<file path="src/rtl/rtcstopwatch_ctrl.sv">
// ---------------------------------------------------------------------------
// rtcstopwatch_ctrl
//
// Bus-facing controller for the BCD stopwatch core. It turns register writes
// into single-cycle start/stop/clear strobes, captures lap (split) times from
// the running stopwatch value into a small FIFO, and returns status, lap data
// and the live stopwatch value on reads.
//
// Ports:
//   i_clk, i_reset      system clock, synchronous active-high reset
//   i_wb_stb/we/addr    one-cycle bus request, write enable, register select
//                       (0 CTRL/STATUS, 1 LAP, 2 VALUE, 3 reserved)
//   i_wb_data           write data
//   o_wb_ack/o_wb_data  acknowledge and read data, one cycle after i_wb_stb
//   i_lap               hardware lap request pulse (already synchronised)
//   i_sw_value          current stopwatch BCD value
//   i_sw_running        stopwatch running flag
//   o_sw_clear/start/stop  registered one-cycle strobes to the stopwatch
// ---------------------------------------------------------------------------
module rtcstopwatch_ctrl #(
    parameter int LGLAPS = 3
) (
    input  logic        i_clk,
    input  logic        i_reset,
    input  logic        i_wb_stb,
    input  logic        i_wb_we,
    input  logic [1:0]  i_wb_addr,
    input  logic [31:0] i_wb_data,
    output logic        o_wb_ack,
    output logic [31:0] o_wb_data,
    input  logic        i_lap,
    input  logic [30:0] i_sw_value,
    input  logic        i_sw_running,
    output logic        o_sw_clear,
    output logic        o_sw_start,
    output logic        o_sw_stop
);

    localparam int DEPTH = 1 << LGLAPS;

    localparam logic [LGLAPS:0]   CNT_ONE  = (LGLAPS+1)'(1);
    localparam logic [LGLAPS:0]   CNT_FULL = (LGLAPS+1)'(DEPTH);
    localparam logic [LGLAPS-1:0] PTR_ONE  = LGLAPS'(1);

    localparam logic [1:0] ADDR_CTRL  = 2'd0;
    localparam logic [1:0] ADDR_LAP   = 2'd1;
    localparam logic [1:0] ADDR_VALUE = 2'd2;

    logic              ack_q,   ack_d;
    logic [31:0]       rdata_q, rdata_d;
    logic              clear_q, clear_d;
    logic              start_q, start_d;
    logic              stop_q,  stop_d;
    logic [LGLAPS-1:0] wr_ptr_q, wr_ptr_d;
    logic [LGLAPS-1:0] rd_ptr_q, rd_ptr_d;
    logic [LGLAPS:0]   count_q,  count_d;
    logic              ovf_q,    ovf_d;

    logic [30:0]       lap_mem_q [DEPTH];

    logic              ctrl_wr;
    logic              lap_rd;
    logic              fifo_empty;
    logic              fifo_full;
    logic              flush;
    logic              lap_req;
    logic              pop;
    logic              push;
    logic [31:0]       status_word;

    // Bits above the flush flag carry no meaning; folded here so they are
    // visibly consumed.
    logic              unused_wdata;
    assign unused_wdata = ^i_wb_data[31:4];

    // Request decode and FIFO bookkeeping. A flush wins over any lap request
    // in the same cycle; a full FIFO still accepts a push if a pop frees the
    // head in that same cycle, otherwise the entry is lost and overflow sticks.
    always_comb begin
        ctrl_wr    = i_wb_stb && i_wb_we && (i_wb_addr == ADDR_CTRL);
        lap_rd     = i_wb_stb && !i_wb_we && (i_wb_addr == ADDR_LAP);
        fifo_empty = (count_q == '0);
        fifo_full  = (count_q == CNT_FULL);
        flush      = ctrl_wr && i_wb_data[3];
        lap_req    = i_lap || (ctrl_wr && i_wb_data[2]);
        pop        = lap_rd && !fifo_empty;
        push       = lap_req && !flush && (!fifo_full || pop);

        wr_ptr_d = wr_ptr_q;
        rd_ptr_d = rd_ptr_q;
        count_d  = count_q;
        ovf_d    = ovf_q;

        if (flush) begin
            wr_ptr_d = '0;
            rd_ptr_d = '0;
            count_d  = '0;
            ovf_d    = 1'b0;
        end else begin
            if (push) begin
                wr_ptr_d = wr_ptr_q + PTR_ONE;
            end
            if (pop) begin
                rd_ptr_d = rd_ptr_q + PTR_ONE;
            end
            if (push && !pop) begin
                count_d = count_q + CNT_ONE;
            end else if (pop && !push) begin
                count_d = count_q - CNT_ONE;
            end
            if (lap_req && fifo_full && !pop) begin
                ovf_d = 1'b1;
            end
        end
    end

    // Stopwatch strobes. Code 3 only clears when the watch is stopped so a
    // restart of a running watch does not lose its accumulated time.
    always_comb begin
        clear_d = 1'b0;
        start_d = 1'b0;
        stop_d  = 1'b0;
        if (ctrl_wr) begin
            case (i_wb_data[1:0])
                2'b00: stop_d = 1'b1;
                2'b01: start_d = 1'b1;
                2'b10: begin
                    stop_d  = 1'b1;
                    clear_d = 1'b1;
                end
                default: begin
                    start_d = 1'b1;
                    clear_d = !i_sw_running;
                end
            endcase
        end
    end

    // Read data mux; writes and reserved reads return zero.
    always_comb begin
        status_word                = '0;
        status_word[0]             = i_sw_running;
        status_word[1]             = ovf_q;
        status_word[8+LGLAPS:8]    = count_q;

        ack_d   = i_wb_stb;
        rdata_d = '0;
        if (i_wb_stb && !i_wb_we) begin
            case (i_wb_addr)
                ADDR_CTRL:  rdata_d = status_word;
                ADDR_LAP:   rdata_d = fifo_empty ? 32'h0 : {1'b1, lap_mem_q[rd_ptr_q]};
                ADDR_VALUE: rdata_d = {1'b0, i_sw_value};
                default:    rdata_d = '0;
            endcase
        end
    end

    // Control and status registers.
    always_ff @(posedge i_clk) begin
        if (i_reset) begin
            ack_q    <= 1'b0;
            rdata_q  <= '0;
            clear_q  <= 1'b0;
            start_q  <= 1'b0;
            stop_q   <= 1'b0;
            wr_ptr_q <= '0;
            rd_ptr_q <= '0;
            count_q  <= '0;
            ovf_q    <= 1'b0;
        end else begin
            ack_q    <= ack_d;
            rdata_q  <= rdata_d;
            clear_q  <= clear_d;
            start_q  <= start_d;
            stop_q   <= stop_d;
            wr_ptr_q <= wr_ptr_d;
            rd_ptr_q <= rd_ptr_d;
            count_q  <= count_d;
            ovf_q    <= ovf_d;
        end
    end

    // Lap storage has no reset: the pointers and count decide what is valid.
    always_ff @(posedge i_clk) begin
        if (!i_reset && push) begin
            lap_mem_q[wr_ptr_q] <= i_sw_value;
        end
    end

    assign o_wb_ack   = ack_q;
    assign o_wb_data  = rdata_q;
    assign o_sw_clear = clear_q;
    assign o_sw_start = start_q;
    assign o_sw_stop  = stop_q;

endmodule

</file>
<file path="config.mk">
export PLATFORM = sky130hd
export DESIGN_NAME = rtcstopwatch_ctrl
export DESIGN_NICKNAME = d
export VERILOG_FILES = /design/src/rtl/rtcstopwatch_ctrl.sv
export SDC_FILE = /design/constraint.sdc
export NUM_CORES = 1
export LEC_CHECK = 0
export CAP_MARGIN = 20
export CORE_ASPECT_RATIO = 1.1
export CORE_MARGIN = 4
export CORE_UTILIZATION = 60
export CTS_CLUSTER_DIAMETER = 200
export CTS_CLUSTER_SIZE = 40
export DETAILED_ROUTE_END_ITERATION = 10
export GPL_TIMING_DRIVEN = 0
export PLACE_DENSITY = 0.83
export SLEW_MARGIN = 15
export SYNTH_ARGS = -nofsm -noshare
export SYNTH_HDL_FRONTEND = slang
export SYNTH_SLANG_ARGS = --single-unit
</file>
<file path="constraint.sdc">
create_clock -name i_clk -period 6.4 [get_ports i_clk]
set_input_delay 0.64 -clock i_clk [delete_from_list [all_inputs] [get_ports i_clk]]
set_output_delay 0.64 -clock i_clk [all_outputs]
set_load 0.005 [all_outputs]
</file>
# After elaboration in Yosys (flattened, before gate mapping)
# Memories as Yosys holds them, arrays and structs flattened. A register that Yosys moved wholly into a read port is not among the register bits.
# Index checks and enable logic that the tools add are counted.
# totals
regBits,47
latch_bits,0
ramBits,248
romBits,0
input_bits,71
output_inout_bits,36
elab_cells,65
mem_count,1
# memory_table
name,words,word_bits,read_ports,rd_clocked_by_memory_dff,wr,line,text
lap_mem_q,8,31,1,1,1,59,logic [30:0] lap_mem_q [DEPTH];
# classes
addsub,4
n_mul,0
div,0
n_lt_le_gt_ge,0
eq_ne,5
n_shift,0
n_mux,11
n_bitwise,2
reduce_logical,33
# ops
cell,count
$pmux W32 S3,1
$mux W32,1
$logic_and A1 B1 Y1,14
$reduce_or A2 Y1,5
$logic_not A1 Y1,8
$mux W4,2
$add A3 B1 Y3 const B,2
$mux W3,2
$add A4 B1 Y4 const B,1
$eq A2 B1 Y1 const B,2
$eq A2 B2 Y1 const B,2
$eq A4 B4 Y1 const B,1
$logic_not A2 Y1,2
$logic_not A4 Y1,1
$mux W1,4
$sub A4 B1 Y4 const B,1
$logic_or A1 B1 Y1,2
$not A1 Y1,2
$pmux W1 S2,1
$reduce_bool A2 Y1,1

# Depth between registers and ports, before layout
# depth
ltp_word,10
mapped_depth,12
depth_no_buf,11

# Least setup slack after synthesis
# No wires, ideal clock.
# synth_path
path_kind,in2reg
start,input port i_wb_addr[1]
end,memory lap_mem_q[0][0] (enable)
setup_ps,464
arrival_time_ps,3748
t_required_ps,5936
path_slack_ps,2187
path_stages,5
path_buffers,1
path_cell_list,buf_6 nand4bb_4 a32oi_1 nand2_1 nor3b_1
# synth_via
elab_chain_len,9
# synth_lines
element,line,text
"start, declared",27,"input logic [1:0] i_wb_addr,"
$logic_not A2 Y1,80,ctrl_wr = i_wb_stb && i_wb_we && (i_wb_addr == ADDR_CTRL);
$logic_and A1 B1 Y1,80,
$logic_and A1 B1 Y1 (on tied branches),"85, 84",
$logic_or A1 B1 Y1 / $logic_not A1 Y1 (equally long branches),"85, 87",
$logic_and A1 B1 Y1,87,push = lap_req && !flush && (!fifo_full || pop);
$logic_and A1 B1 Y1 (*),87,
$logic_and A1 B1 Y1 (*),185,if (!i_reset && push) begin
$mux W1 (*),185,
$mux W1 (not written as such) (*),186,lap_mem_q[wr_ptr_q] <= i_sw_value;
"end, declared",59,
# Every way passes the cells marked *; elsewhere a longest branch is shown, timed or not.

# Worst setup path after layout
# layout_path
start,input port i_wb_addr[0]
end,register count_q[3]
# layout_via
elab_chain_len,9
# layout_lines
element,line,text
$logic_not A2 Y1,80,
$logic_and A1 B1 Y1,80,
$logic_and A1 B1 Y1 (on tied branches),"85, 84",
$logic_or A1 B1 Y1 / $logic_not A1 Y1 (equally long branches),"85, 87",
$logic_and A1 B1 Y1 (2 in series),87,
$logic_not A1 Y1,108,end else if (pop && !push) begin
$logic_and A1 B1 Y1,108,
$reduce_bool A2 Y1 (no line),n/a,
"end signal, assigned",178,count_q <= count_d;
"end, declared",56,"logic [LGLAPS:0] count_q, count_d;"
# Several ways; a longest one is shown, not always the timed one.
# A chain may end at the register's enable or synchronous reset.

==> run metrics <==
minimum clock period=3.19 ns; Slew @ Worst Pin=0.986 ns; hold_buf cts=0; VDD IR max=0.191 mV; Post-CTS Setup Inserts=0; WL/cell=24.2 um; Worst Setup End Kind=flip-flop; final antenna-violating net count=0; antenna cells=0; syn_area_per_cell=19.8 um^2; Crit path required time=6.80 ns; period utilization=49.8%; largest net degree at the start of global routing=42; die width=138 um; # rows=52; Initial Utilization=60.8%; drt pass-1 iters=5; TritonCTS clock tree=built; Power Dens Cells=267 nW/um^2; Worst slew margin=34.0%; critical-path cell list=clkdlybuf4s50_1 > and4bb_4 > a32oi_1 > nand2_1 > inv_1 > ha_1 > inv_1 > ha_1 > a21o_1 > a21oi_1 > mux2i_1 > mux2_2; GP Congestion=0.786; max-slew violation count=0; grt peak-use layer=met2; Worst-path clk slew=0.14 ns; Startpoint Class=input pin; global-route wire length before repair=34.2 mm; DP Worst Slack=2.72 ns; Post-Route WL=22.2 mm; synth warn=0; post-synth top area share=66.7%; Cells after DPL=901; dominant cell type by area after synthesis=edfxtp_1; Synth-to-Final Area Change=14.9%; worst-path maximum fanout=6; worst hold margin=0.536 ns; grt ovf=0; Clock Latency Late Sink=0.49 ns; setup ws final=3.21 ns; Ports=107; total clock sinks=298; outcome=finished, final reports clean; die height=151 um; Worst Skew=0.0217 ns; Initial DRC Count=626; Post-route DRC=0; register area share after synthesis=75.7%; HPWL Detailed=14.7 mm; full die area=20900 um^2; Leak=0.00401 uW; Vias/cell=6.12; RSZ-0062 raised after global routing=no; # resized after CTS=0; max-cap viol count=0; fmax=0.314 GHz; IO Port Bufs=77; vias in the first global route=6002; number of distinct library cells after synthesis=42; final non-filler cell total=918; post-synthesis instance total=563; met2 Use GR=37.5%; most frequent cells in the layout=edfxtp_1, clkdlybuf4s50_1, mux4_2, dfxtp_1, mux2i_1; Worst path max stage delay=0.55 ns; Yosys reg bits=298; CTS H-Tree Depth=1; met1 Resource Use GR=29.3%; share of layout cells above drive strength 1=17.5%; arrival time worst endpoint=3.59 ns; crit path max-delay cell type=clkdlybuf4s50_1; CORE AREA=18300 um^2; WS Path Type=in -> reg; GRT Util Overall=21.5%; Mapped Nets=640; mapped cell area=11200 um^2; CTS Root Cell=clkbuf_16; synth top area cells=edfxtp_1, mux4_2, dfxtp_1; via count=5617; HP Class=reg -> reg; Max Root-Sink Buffers=3; met3 Use GR=3.38%; final hold vios=0; final setup vio count=0; total CTS buffers=11; initial antenna violation count=0; commonest non-fill, non-tap cell in the layout=edfxtp_1; Final #Nets=748
==> area by class of cell <==
type / instances / area, um^2
timing repair buffer: 95 / 982
clock buffer: 16 / 294
tap: 243 / 304
clock inverter: 1 / 30.0
multi-input combinational: 231 / 2610
sequential: 298 / 8450
inverter: 6 / 22.5
fill: 1122 / 5520
buffer: 28 / 133
==> stage by stage <==
step | util, % | cell area (um^2) | power, uW | setup TNS (ns)
after CTS | 69.9 | 12800 | 3430 | 0
final | 69.9 | 12800 | 3420 | 0
after detailed placement | 68.1 | 12500 | 2590 | 0
after global routing | 69.9 | 12800 | 3540 | 0
after floorplan | - | 11200 | 2440 | 0
after global placement | 66.7 | 12200 | 2550 | -33.32
==> sequential cells by signal, indices dropped and copies added, names as in the netlist, named ones only <==
name        flops
count_q         4
lap_mem_q     248
o_sw_stop       1
o_sw_start      1
wr_ptr_q        3
o_sw_clear      1
rd_ptr_q        3
o_wb_data      32
o_wb_ack        1
ovf_q           1
==> per-layer routing <==
metal,vias to the layer above,routed length (um)
met5,-,0
met4,0,316
met3,28,1780
met2,272,11500
met1,2861,8640
li1,2456,-
==> logic make-up after synthesis <==
logic type	synth area share [%]
flip-flops	75.7
multiplexers	16.2
adder cells (fa/ha/maj)	0.740
AO/OA/AOI/OAI	2.33
XOR/XNOR	0.314
AND/OR/NAND/NOR	3.36
buffers and inverters	1.39
==> report_power, final <==
group	switching [uW]	internal (uW)	total, uW
combinational	179	164	344
sequential	37.3	2170	2200
clock	536	336	872
==> path summary, 6_finish.rpt <==
kind	cells after the start	start	slack, ns	to
setup / recovery	12	i_wb_addr[0]	3.21	count_q[3]
hold / removal	2	rd_ptr_q[2]	0.54	rd_ptr_q[2]
setup reg to reg	10	count_q[0]	3.28	count_q[3]
hold reg to reg	2	rd_ptr_q[2]	0.54	rd_ptr_q[2]
==> cell usage after synthesis <==
master       n
edfxtp_1   248
mux4_2      62
dfxtp_1     50
mux2i_1     40
nand2_1     29
o21ai_0     23
nor2_1      17
buf_1       10
buf_2        9
a21oi_1      6
inv_1        6
o22ai_1      6
clkbuf_1     5
ha_1         5
nor2b_1      5
nor3_1       4
o21ai_1      4
a21o_1       3
nor3b_1      3
buf_4        2
nand3_1      2
or3_1        2
xnor2_1      2
xor2_1       2
a32o_1       1
a32oi_1      1
a41oi_1      1
and2_1       1
and3_1       1
and3b_1      1
and4bb_4     1
buf_6        1
clkbuf_2     1
fa_1         1
mux2_2       1
nand4bb_4    1
nor2_4       1
nor4_1       1
o31ai_1      1
or2_2        1
or4_1        1
or4b_1       1
==> critical path, delay by kind of cell <==
kind,cells,cell delay [ns]
AOI/OAI and AO/OA,3,0.62
adders and majority gates,2,0.47
buffers and inverters,3,0.76
muxes,2,0.56
and+or+nand+nor,2,0.52
Note: power is estimated with default switching activity, not from simulation.
